`src/rtl/ifq.sv`:
```
// rtl/ifq.sv - instruction fetch queue: circular {pc, instr} FIFO with fetch hold, overflow flag and jump flush
module ifq #(
  parameter int DEPTH       = 4,
  parameter int HOLD_MARGIN = 2,
  parameter int FLUSH_DROP  = 1
) (
  input  logic        clk,
  input  logic        rst_n,
  input  logic        in_valid_i,
  input  logic [31:0] in_pc_i,
  input  logic [31:0] in_instr_i,
  output logic        in_ready_o,
  output logic        hold_o,
  input  logic        flush_i,
  output logic        out_valid_o,
  input  logic        out_ready_i,
  output logic [31:0] out_pc_o,
  output logic [31:0] out_instr_o,
  output logic [$clog2(DEPTH):0] count_o,
  output logic        overflow_o
);

  localparam int AW = $clog2(DEPTH);
  localparam int CW = AW + 1;
  localparam logic [CW-1:0] FULL_C  = CW'(DEPTH);
  localparam logic [CW-1:0] HOLD_TH = CW'(DEPTH - HOLD_MARGIN);
  localparam logic [1:0]    DROP_C  = 2'(FLUSH_DROP);

  logic [63:0]   mem [DEPTH];
  logic [AW-1:0] wr_ptr;
  logic [AW-1:0] rd_ptr;
  logic [CW-1:0] count;
  logic [1:0]    drop_cnt;
  logic          overflow;
  logic          push;
  logic          pop;
  logic          drop;
  logic [63:0]   head;

  // Inside the drop window every beat is taken so the stale SRAM data can be swallowed.
  assign in_ready_o  = (count != FULL_C) || (drop_cnt != 2'd0);
  assign out_valid_o = (count != '0);
  assign hold_o      = (count >= HOLD_TH);
  assign count_o     = count;
  assign overflow_o  = overflow;

  assign push = in_valid_i && in_ready_o && (drop_cnt == 2'd0) && !flush_i;
  assign pop  = out_valid_o && out_ready_i && !flush_i;
  assign drop = in_valid_i && (drop_cnt != 2'd0) && !flush_i;

  assign head        = mem[rd_ptr];
  assign out_pc_o    = out_valid_o ? head[63:32] : 32'd0;
  assign out_instr_o = out_valid_o ? head[31:0]  : 32'd0;

  always_ff @(posedge clk or negedge rst_n) begin
    if (!rst_n) begin
      wr_ptr   <= '0;
      rd_ptr   <= '0;
      count    <= '0;
      drop_cnt <= 2'd0;
      overflow <= 1'b0;
      for (int i = 0; i < DEPTH; i++) begin
        mem[i] <= 64'd0;
      end
    end else if (flush_i) begin
      // Storage is left as is; only the bookkeeping restarts.
      wr_ptr   <= '0;
      rd_ptr   <= '0;
      count    <= '0;
      drop_cnt <= DROP_C;
    end else begin
      if (push) begin
        mem[wr_ptr] <= {in_pc_i, in_instr_i};
        wr_ptr      <= wr_ptr + 1'b1;
      end
      if (pop) begin
        rd_ptr <= rd_ptr + 1'b1;
      end
      if (push && !pop) begin
        count <= count + 1'b1;
      end else if (!push && pop) begin
        count <= count - 1'b1;
      end
      if (drop) begin
        drop_cnt <= drop_cnt - 1'b1;
      end
      if (in_valid_i && !in_ready_o) begin
        overflow <= 1'b1;
      end
    end
  end

endmodule

```
`config.mk`:
```
export PLATFORM = sky130hd
export DESIGN_NAME = ifq
export DESIGN_NICKNAME = d
export VERILOG_FILES = /design/src/rtl/ifq.sv
export SDC_FILE = /design/constraint.sdc
export NUM_CORES = 1
export LEC_CHECK = 0
export BUFFER_PORTS_ARGS = -buffer_cell sky130_fd_sc_hd__buf_2
export CAP_MARGIN = 20
export CORE_MARGIN = 2
export CORE_UTILIZATION = 59
export CTS_CLUSTER_DIAMETER = 50
export DETAILED_ROUTE_END_ITERATION = 10
export GPL_TIMING_DRIVEN = 1
export HOLD_SLACK_MARGIN = 0.06
export PLACE_DENSITY_LB_ADDON = 0.3
export REMOVE_ABC_BUFFERS = 1
export SLEW_MARGIN = 15
export SYNTH_ARGS = -nofsm -noshare
export SYNTH_HDL_FRONTEND = slang
export SYNTH_SLANG_ARGS = --single-unit
```
`constraint.sdc`:
```
create_clock -name clk -period 2.7 [get_ports clk]
set_input_delay 0.135 -clock clk [delete_from_list [all_inputs] [get_ports clk]]
set_output_delay 0.135 -clock clk [all_outputs]
set_load 0.005 [all_outputs]
```
# ---- Yosys cells after proc, flatten, opt, wreduce, memory -nomap -nowiden
# Cells that the tools add are included.
dict set report classes {
  n_mux 17
  reduce_logical 25
  n_addsub 5
  magnitude_cmp 4
  n_bitwise 3
  eq_ne 1
}
# op count
set ops {}
lappend ops {{bitwise mux 256 bit} 1}
lappend ops {{2-to-1 mux 64 bit} 3}
lappend ops {{binary-select mux 64 bit (select 2 bit)} 1}
lappend ops {{demux 64 bit (select 2 bit)} 1}
lappend ops {{2-to-1 mux 32 bit} 2}
lappend ops {{2-to-1 mux 2 bit} 6}
lappend ops {{logical AND 1 bit} 11}
lappend ops {{2-to-1 mux 3 bit} 3}
lappend ops {{nonzero test 2 bit} 4}
lappend ops {{greater-or-equal comparator 3 bit (second input constant)} 2}
lappend ops {{NOT 2 -> 3 bit} 2}
lappend ops {{nonzero test 3 bit} 2}
lappend ops {{adder 2 x 1 -> 2 bit (second input constant)} 2}
lappend ops {{zero test 1 bit} 4}
lappend ops {{AND reduction 2 bit} 2}
lappend ops {{adder 3 x 1 -> 3 bit (second input constant)} 1}
lappend ops {{greater-or-equal comparator 3 x 2 -> 1 bit (second input constant)} 1}
lappend ops {{< comparator 3 x 1 -> 1 bit (second input constant)} 1}
lappend ops {{inequality test 3 bit (second input constant)} 1}
lappend ops {{subtractor 3 x 1 -> 3 bit (second input constant)} 1}
lappend ops {{zero test 2 bit} 1}
lappend ops {{subtractor 2 x 1 -> 2 bit (second input constant)} 1}
lappend ops {{logical OR 1 bit} 1}
lappend ops {{NOT 1 bit} 1}
dict set report totals {
  in_bits 69
  elab_cells 64
  output_inout_bits 71
  reg_bits 266
}

# ---- Logic depth before layout (Yosys ltp)
# Gate-level depths: netlist of run 1.
dict set report depth {
  word_depth 10
  mapped_depth 10
  ltp_nobuf 10
}

# ---- Least setup slack after synthesis of run 1
# OpenSTA, ideal clock, no wires.
dict set report synth_timing {
  path_type {register to register}
  start {register drop_cnt[0]}
  end {register count[2], in the netlist count_o[2]}
  t_required_ns 2.618
  path_stages_with_launch 11
  path_buffers 0
  setup_time_ns 0.082
  arrival_ns 2.154
  setup_slack_ns 0.464
  synth_period_minus_slack_ns 2.236
  path_cell_list {dfrtp_1 -> inv_1 -> ha_1 -> nand2_1 -> a211oi_4 -> and2_1 -> fa_1 -> inv_1 -> nor3_1 -> o21ai_0 -> a31oi_1}
}
dict set report synth_between {
  elab_chain_len 8
  word_cells_on_any_way 12
  cone_classes {mux (2); reduce/logical (10)}
}
# item line_no
set synth_rtl {}
lappend synth_rtl {{start: declaration} 33} ;# logic [1:0] drop_cnt;
lappend synth_rtl {{start signal: assignment} 85} ;# drop_cnt <= drop_cnt - 1'b1;
lappend synth_rtl {{nonzero test 2 bit} 41} ;# assign in_ready_o = (count != FULL_C) || (drop_cnt != 2'd0);
lappend synth_rtl {{logical OR 1 bit} 41}
lappend synth_rtl {{logical AND 1 bit} 47} ;# assign push = in_valid_i && in_ready_o && (drop_cnt == 2'd0) && !flush_i;
lappend synth_rtl {{logical AND 1 bit (*) (2 in a row)} 47}
lappend synth_rtl {{logical AND 1 bit / zero test 1 bit (equally long branches)} {79, 81}}
lappend synth_rtl {{2-to-1 mux 3 bit / logical AND 1 bit (equally long branches)} {79, 81}}
lappend synth_rtl {{2-to-1 mux 3 bit / nonzero test 3 bit (equally long branches)} n/a}
lappend synth_rtl {{end signal: assignment} 80} ;# count <= count + 1'b1;
lappend synth_rtl {{end signal: assignment} 82} ;# count <= count - 1'b1;
lappend synth_rtl {{end: declaration} 32} ;# logic [CW-1:0] count;
# Mark *: on every way between the ends. The rest lies on a longest branch, timed or not.
# A chain may end at the register's enable or synchronous reset.

# ---- Final worst setup path of run 1
dict set report layout_timing {
  start {register count[2], in the netlist count_o[2]}
  end {output out_pc_o[12]}
}
dict set report layout_between {
  elab_chain_len 2
}
# item line_no
set layout_rtl {}
lappend layout_rtl {{nonzero test 3 bit} 42} ;# assign out_valid_o = (count != '0);
lappend layout_rtl {{2-to-1 mux 32 bit} 52} ;# assign out_pc_o = out_valid_o ? head[63:32] : 32'd0;
lappend layout_rtl {{end: declaration} 17} ;# output logic [31:0] out_pc_o,
# Every way passes these cells.

==> flow_metrics.py, run 1 <==
metrics = {
    "run_status": {
        "status": "complete, no violations",
    },
    "clock_network": {
        "numCtsBuffers": 30,
        "cts-root-buf": "clkbuf_16",
        "cts_sinks": 266,
        "cts_resized": 0,
        "cts.reportedPaths.clkPinSlew_ps": 60,
        "cts-htree-levels": 1,
        "cts_tree": "done",
        "clockBufferDepth": 3,
        "clk-insertion-delay-late_ps": 550,
    },
    "timing": {
        "whs_ps": 186,
        "clock_skew_ps": 8.63,
        "period_share_pct": 94.1,
        "max_slew_margin_pct": 50.0,
        "rsz0062_at_grt": "false",
        "setup_viol": 0,
        "finalHoldViolCount": 0,
        "fin_crit_ps": 2540,
        "finalWorstSetupSlack_ps": 160,
        "worst_pin_slew_ps": 749,
        "finalMaxSlewViolations": 0,
        "max_freq_mhz": 394,
    },
    "logic_synthesis": {
        "synth_commonest_cells": "266 x dfrtp_1, 172 x mux2_2, 84 x mux2_1",
        "yosys.area.top_type_share_pct": 54.6,
        "yosysTopAreaCell": "dfrtp_1",
        "avgSynthCellArea_um2": 16.0,
        "yosysWarnings": 0,
        "yosys.cell_count.top_type": "dfrtp_1",
        "ys_seq_area_share_pct": 54.6,
        "synth_enable_flop_cells": 0,
        "synth_area_leaders": "dfrtp_1 55%, mux2_2 16%, mux4_2 12%",
        "async_flop_share_pct": 100,
        "synth_flop_cell": "dfrtp_1",
        "ys_ff_latch": 266,
        "syn_inst": 761,
        "netlist_area_um2": 12200,
        "synth_cell_type_count": 34,
    },
    "grt": {
        "grt_pass1_wl_um": 43700,
        "grt_usage_pct": 25.5,
        "grt_start_max_net_pins": 85,
        "antenna_found_initial": 0,
        "grt.overflow.total": 0,
        "grt_pass1_vias": 8270,
    },
    "worst_setup_path": {
        "crit_required_ps": 2570,
        "worstSetupPathType": "register to output pin",
        "worst_setup_path_start_kind": "register",
        "cp.arrival_ps": 2400,
        "cp-end-kind": "output pin",
        "crit_fanout": 66,
    },
    "place": {
        "dpl.hpwl_um": 16300,
        "place_inst": 1141,
        "dpl-instance-area_um2": 13100,
        "port_buffers": 139,
        "gp_congestion": 0.741,
        "place_ws_ps": 344,
    },
    "die": {
        "rows": 52,
        "core_um2": 20200,
        "start_util_pct": 60.2,
        "fp.dieW_um": 148,
        "die-area_um2": 21800,
        "ios": 140,
        "die_h_um": 148,
    },
    "cells_and_area": {
        "stdcell_area_um2": 14900,
        "final_nets": 1056,
        "final_layout_size_suffix_gt1_share_pct": 46.1,
        "instances_no_fill": 1273,
        "syn2layout_area_growth_pct": 22.6,
        "n_antenna_cell": 0,
    },
    "worst_hold_path": {
        "hold_path_class": "input port to async pin",
    },
    "drt": {
        "drtAntennaViolNets": 0,
        "wirelength_um": 26700,
        "viasPerCell": 5.73,
        "dr.pass1.iters": 4,
        "remaining_drc_errors": 0,
        "drtIter0Drc": 289,
        "vias": 7295,
        "wl_per_cell_um": 21.0,
    },
    "pwr": {
        "peakVddDrop_mv": 0.560,
        "p_leak_nw": 7.38,
        "p_total_mw": 12.2,
        "power_density_nw_per_um2": 816,
    },
    "job": {
        "max-cap-violations": 0,
    },
}
[through the flow]
stage               utilization (%)  TNS (ps)
floorplan                         -    -55220
CTS                            73.4         0
finish                         73.8         0
detailed placement             64.7         0
global route                   73.8         0
global placement               64.7         0
[layer usage]
metal | share of wire, % | global-route usage (%)
met1 | 40 | 31.9
met2 | 54 | 46.7
met3 | 4.2 | 3.80
met4 | 1.9 | 6.68
met5 | 0 | 0
[what timing repair did]
action / CTS / global route
hold buffers: 69 / 0
endpoints found under the setup margin: 0 / 2
buffers inserted: 0 / 9
hold endpoints to repair: 345 / 0
[cell type report]
| type | count | area [um2] |
|---|---|---|
| timing repair buffer | 236 | 1690 |
| multi-input combinational | 440 | 5130 |
| clock buffer | 42 | 866 |
| inverter | 7 | 26.3 |
| tap | 270 | 338 |
| sequential | 266 | 6660 |
| fill | 1241 | 5300 |
| clock inverter | 12 | 213 |
[report_power, final]
group          switching [mW]  total [mW]  internal [mW]  leakage [nW]
Combinational            1.08        2.76           1.68          3.31
Sequential              0.393        5.11           4.71          3.56
Clock                    1.61        4.32           2.71         0.508
[logic make-up (layout without fill, tap and decap cells)]
kind of cell               Yosys count  after routing  synth area share [%]
AOI/OAI and AO/OA                   14             14                 0.822
adders and majority gates            6              6                 0.678
xor gates and xnor gates             6              6                 0.431
muxes                              321            321                  35.6
and+or+nand+nor                     93             93                  4.63
DFF                                266            266                  54.6
buffers and inverters               55            297                  3.22
[worst max-delay path, stage by stage, from the launching register on]
cell	delay, ps
dfrtp_1	600
or3_2	210
buf_4	590
and2_1	290
buf_2	140
[cell usage in the layout (no fill, tap or decap), drive strengths merged, types with 2 or more instances in the layout]
cell type,n
clkinvlp,5
nand2b,2
buf,167
mux2,256
xor2,4
nor2,9
o21ai,4
nand2,9
clkbuf,42
mux4,64
a21oi,3
dfrtp,266
a211oi,2
nor2b,2
ha,5
clkinv,2
inv,7
xnor2,2
and2,65
bufinv,5
nand3,2
dlygate4sd3,69
[path summary, 6_finish.rpt]
check                      slack [ps]           end  cells past startpoint      startpoint
hold reg to reg                   480    overflow_o                      1      overflow_o
max in group asynchronous        1670     rd_ptr[1]                      3           rst_n
hold / removal                    190      mem[212]                      2           rst_n
setup reg to reg                  160     rd_ptr[1]                      6      count_o[2]
min in group clk                  370      mem[213]                      3  in_instr_i[21]
setup / recovery                  160  out_pc_o[12]                      4      count_o[2]
[flip-flops by register name, summed over array words and instances (netlist names)]
register,count
drop_cnt,2
rd_ptr,2
overflow_o,1
count_o,3
mem,256
wr_ptr,2
(Power assumes the default switching activity.)
==> run 2, diff against run 1 <==
Settings changed: CORE_MARGIN 2 to not set, REMOVE_ABC_BUFFERS 1 to not set.
==> flow_metrics.py, run 2 (synthesis results as in run 1) <==
metrics = {
    "cells_and_area": {
        "fillers": 1241,
        "instances_no_fill": 1265,
        "multi_input_area_um2": 5130,
        "final_nets": 1048,
        "regArea_um2": 6660,
        "final_common_cell": "dfrtp_1",
        "n_antenna_cell": 0,
        "mostFrequentLayoutCells": "264 x dfrtp_1, 172 x mux2_2, 138 x buf_2, 84 x mux2_1, 68 x dlygate4sd3_1",
        "top_register": "mem",
        "syn2layout_area_growth_pct": 21.6,
        "largest_reg_flops": 256,
        "final_layout_size_suffix_gt1_share_pct": 45.6,
    },
    "clock_network": {
        "cts_resized": 0,
        "cts-htree-levels": 1,
        "cts-root-buf": "clkbuf_16",
        "cts.reportedPaths.clkPinSlew_ps": 50,
        "cts_tree": "done",
        "cts_sinks": 266,
        "clk-insertion-delay-late_ps": 540,
        "clockBufferDepth": 3,
        "numCtsBuffers": 30,
    },
    "pwr": {
        "intPower_mw": 8.94,
        "combPwrFrac_pct": 22.5,
        "power_density_nw_per_um2": 805,
        "p_leak_nw": 7.32,
        "clock_power_share_pct": 34.6,
        "peakVddDrop_mv": 0.556,
        "p_seq_share_pct": 42.9,
        "p_total_mw": 11.9,
        "p_switching_mw": 2.98,
        "p_sw_share_pct": 25.0,
    },
    "die": {
        "die_h_um": 146,
        "core_um2": 20200,
        "ios": 140,
        "die-area_um2": 21200,
        "start_util_pct": 60.2,
        "rows": 52,
        "fp.dieW_um": 146,
    },
    "drt": {
        "viasPerCell": 5.75,
        "wl_per_cell_um": 20.5,
        "drtIter0Drc": 305,
        "drtAntennaViolNets": 0,
        "remaining_drc_errors": 0,
        "wirelength_um": 25900,
        "dr.pass1.iters": 4,
        "vias": 7271,
    },
    "grt": {
        "grt_usage_pct": 26.1,
        "antenna_found_initial": 0,
        "grt_pass1_vias": 8477,
        "grt_start_max_net_pins": 81,
        "grt_pass1_wl_um": 43900,
        "grt.overflow.total": 0,
    },
    "place": {
        "dpl.hpwl_um": 16100,
        "place_inst": 1143,
        "gp_congestion": 0.743,
        "port_buffers": 139,
    },
    "timing": {
        "period_share_pct": 91.6,
        "whs_ps": 161,
        "clock_skew_ps": 14.9,
        "max_slew_margin_pct": 52.2,
        "setup_viol": 0,
        "rsz0062_at_grt": "false",
        "worst_pin_slew_ps": 717,
        "max_freq_mhz": 404,
        "setup_tns_ps": 0,
        "fin_crit_ps": 2470,
        "finalMaxSlewViolations": 0,
        "finalHoldViolCount": 0,
    },
    "worst_hold_path": {
        "hold_path_class": "input port to async pin",
    },
    "worst_setup_path": {
        "cp.arrival_ps": 2340,
        "cp-end-kind": "output pin",
        "critPathLaunch": "count_o[2]",
        "worstSetupPathType": "register to output pin",
        "crit_fanout": 66,
        "crit_required_ps": 2570,
        "worst_setup_path_start_kind": "register",
        "rr_startpoint": "drop_cnt[0]",
    },
    "run_status": {
        "status": "complete, no violations",
    },
    "job": {
        "max-cap-violations": 0,
    },
    "logic_synthesis": {
        "syn_nets": 836,
    },
}
[run 2: cell count changes in the layout (fill, tap and decap cells not counted), sizes merged]
cell	delta
dlygate4sd3	-1
buf	-7
bufinv	-2
clkinvlp	-2
clkinv	+1
clkbuf	+3
[run 2: per-layer routing]
layer / part of all wire, % / wire length, um / up-vias / GRT usage, %
met2: 53 / 13700 / 167 / 46.8
met4: 2.4 / 633 / 0 / 7.42
met3: 4.2 / 1090 / 46 / 4.17
met5: 0 / 0 / - / 0
met1: 41 / 10600 / 3859 / 32.8
li1: - / - / 3199 / -
[run 2: repair_timing]
item                      CTS  global route
hold endpoints to repair  339             0
setup buffers               0             0
hold buffers               68             0
[run 2: worst max-delay path, stage by stage, from the launching register on]
cell     delay [ps]
dfrtp_1         520
or3_2           480
buf_4           380
and2_1          280
buf_2           130
[run 2: power by group through the flow]
stage	logic (mW)	clock network, mW	registers [mW]
6_report	2.68	4.13	5.12
5_1_grt	2.93	4.37	5.21
4_1_cts	2.72	4.21	5.12
3_5_place_dp	2.62	0	5.19
3_3_place_gp	2.49	0	5.09
2_1_floorplan	1.86	0	5.00
[run 2: final timing paths]
check                                 endpoint  slack (ps)  cells past startpoint
worst max-delay path            out_instr_o[3]         230                      4
min in group clk                       mem[55]         390                      3
worst max register to register         mem[71]         380                      8
worst min-delay path                   mem[90]         160                      2
worst min register to register        mem[113]         480                      1
max in group asynchronous             mem[113]        1600                      3
[run 2: layout make-up]
type / instances / area share, %
tap: 270 / 2.28
timing repair buffer: 228 / 10.9
sequential: 266 / 45.0
clock buffer: 45 / 6.13
inverter: 7 / 0.177
clock inverter: 9 / 0.861
multi-input combinational: 440 / 34.7
[run 2: metrics by stage]
step / area, um2 / util (%) / setup slack [ps]
5_1_grt: 14800 / 73.2 / 121
2_1_floorplan: 12200 / - / 464
4_1_cts: 14800 / 73.2 / 180
3_5_place_dp: 13100 / 64.7 / 413
3_3_place_gp: 13100 / 64.7 / 491
6_report: 14800 / 73.2 / 226
==> run 3, diff against run 2 <==
Settings changed: ABC_AREA set to 1, CORE_MARGIN set to 2.
==> flow_metrics.py, run 3 <==
metrics = {
    "run_status": {
        "status": "complete, no violations",
    },
    "cells_and_area": {
        "instances_no_fill": 1922,
        "final_nets": 1701,
        "n_antenna_cell": 0,
        "syn2layout_area_growth_pct": 17.6,
        "final_common_cell": "nand2_1",
        "final_layout_size_suffix_gt1_share_pct": 20.8,
        "largest_reg_flops": 256,
        "top_register": "mem",
        "fillers": 1687,
        "regArea_um2": 6660,
        "mostFrequentLayoutCells": "277 x nand2_1, 264 x dfrtp_1, 258 x nor2_1, 139 x o21ai_1, 138 x buf_2",
        "multi_input_area_um2": 4950,
    },
    "drt": {
        "remaining_drc_errors": 0,
        "vias": 10500,
        "viasPerCell": 5.44,
        "drtAntennaViolNets": 0,
        "wirelength_um": 29800,
        "drtIter0Drc": 727,
        "dr.pass1.iters": 5,
        "wl_per_cell_um": 15.5,
    },
    "place": {
        "gp_congestion": 0.813,
        "port_buffers": 139,
        "place_inst": 1800,
        "place_ws_ps": 716,
        "dpl.hpwl_um": 16900,
    },
    "clock_network": {
        "cts_resized": 0,
        "clk-insertion-delay-late_ps": 550,
        "clockBufferDepth": 3,
        "cts_sinks": 266,
        "numCtsBuffers": 30,
        "cts-root-buf": "clkbuf_16",
        "cts.reportedPaths.clkPinSlew_ps": 60,
        "cts_tree": "done",
        "cts-htree-levels": 1,
    },
    "logic_synthesis": {
        "yosys.area.top_type_share_pct": 52.1,
        "ys_ff_latch": 266,
        "synth_flop_cell": "dfrtp_1",
        "synth_cell_type_count": 27,
        "yosysTopAreaCell": "dfrtp_1",
        "syn_inst": 1466,
        "ys_seq_area_share_pct": 52.1,
        "syn_nets": 1541,
        "avgSynthCellArea_um2": 8.72,
        "synth_commonest_cells": "277 x nand2_1, 266 x dfrtp_1, 258 x nor2_1",
        "yosys.cell_count.top_type": "nand2_1",
        "async_flop_share_pct": 100,
        "netlist_area_um2": 12800,
        "yosysWarnings": 0,
        "synth_enable_flop_cells": 0,
        "synth_area_leaders": "dfrtp_1 52%, nand2_1 8.1%, o21ai_2 8.0%",
    },
    "worst_setup_path": {
        "crit_slowest_cell": "dfrtp_1",
        "crit_chain": "nor2_2 -> nand2_1 -> inv_2 -> buf_4 -> a21oi_1 -> buf_2",
        "cp-end-kind": "output pin",
        "crit_required_ps": 2570,
        "cp.arrival_ps": 2330,
        "worstSetupPathType": "register to output pin",
        "crit_fanout": 17,
        "worst_path_largest_cell_delay_ps": 430,
        "cp_top_family": "buffers and inverters",
        "crit_buf_inv": 3,
        "ff2ff_setup_slack_ps": 660,
        "worst_setup_path_start_kind": "register",
    },
    "die": {
        "fp.dieW_um": 151,
        "die-area_um2": 22900,
        "die_h_um": 151,
        "start_util_pct": 60.4,
        "rows": 53,
        "core_um2": 21200,
        "ios": 140,
    },
    "grt": {
        "grt.overflow.total": 0,
        "grt_pass1_vias": 10300,
        "grt_usage_pct": 26.9,
        "grt_start_max_net_pins": 88,
        "antenna_found_initial": 1,
        "grt_pass1_wl_um": 49800,
    },
    "timing": {
        "worst_pin_slew_ps": 857,
        "max_slew_margin_pct": 42.9,
        "finalWorstSetupSlack_ps": 232,
        "fin_crit_ps": 2470,
        "setup_viol": 0,
        "whs_ps": 116,
        "finalHoldViolCount": 0,
        "rsz0062_at_grt": "false",
        "max_freq_mhz": 405,
        "setup_tns_ps": 0,
        "clock_skew_ps": 21.1,
        "period_share_pct": 91.4,
        "finalMaxSlewViolations": 0,
    },
    "pwr": {
        "p_leak_nw": 7.31,
        "peakVddDrop_mv": 0.585,
        "power_density_nw_per_um2": 854,
    },
    "job": {
        "max-cap-violations": 0,
    },
    "worst_hold_path": {
        "hold_path_class": "input port to async pin",
    },
}
-- run 3: worst paths after layout --
path,cells past startpoint,endpoint,start
worst min register to register,2,mem[28],mem[28]
max in group asynchronous,3,mem[105],rst_n
worst max-delay path,6,out_instr_o[3],count_o[0]
worst min-delay path,2,mem[125],rst_n
min in group clk,4,drop_cnt[0],flush_i
worst max register to register,11,mem[180],drop_cnt[0]
-- run 3: cells by family (layout without fill, tap and decap cells) --
family          after synthesis  count (layout)  share of synthesized area (%)
compound gates              461             461                           21.5
xor+xnor                      1               1                         0.0685
fa+ha+maj                     6               6                          0.646
buf+inv                     186             367                           9.14
flops                       266             266                           52.1
simple gates                546             546                           16.5
-- run 3: cell type report --
cell class              count  area share, %
flip-flops and latches    266           44.3
well taps                 275           2.29
multi-input cells        1014           33.0
inverters                  82           2.09
clock buffers              42           5.49
clock inverters            11           1.01
repair buffers            232           11.8
-- run 3: what timing repair did --
item / CTS / global route
hold endpoints to repair: 408 / 0
hold buffers: 69 / 0
setup buffers: 0 / 0
-- run 3: power breakdown --
part	switching [mW]	leakage (nW)	total [mW]	internal [mW]
clock	1.58	0.481	4.00	2.42
sequential	0.360	3.59	4.96	4.60
combinational	2.32	3.25	3.87	1.56
total	4.26	7.31	12.8	8.57
-- run 3: layer usage --
layer,share of wire (%),wire (um),track usage (%)
met2,47,14100,44.4
met1,44,13200,37.7
met4,1.4,425,6.21
met5,0,0,0
met3,6.8,2020,4.31
-- run 3: stage by stage --
stage | cell area [um2] | util (%) | power [mW]
floorplan | 12800 | - | 7.32
global placement | 13400 | 63.2 | 8.69
detailed placement | 13400 | 63.2 | 8.77
CTS | 15000 | 71.0 | 12.9
global route | 15000 | 71.0 | 13.6
finish | 15000 | 71.0 | 12.8
-- run 3: worst register-to-register path: stages, from the launching register on --
cell     delay, ps
dfrtp_1        360
inv_1           80
ha_1           200
nand2_1         70
inv_2           80
nand2_4         60
nand3_4        100
inv_6           70
nand2_4        430
buf_4          320
nand2_1        100
o21ai_2         60
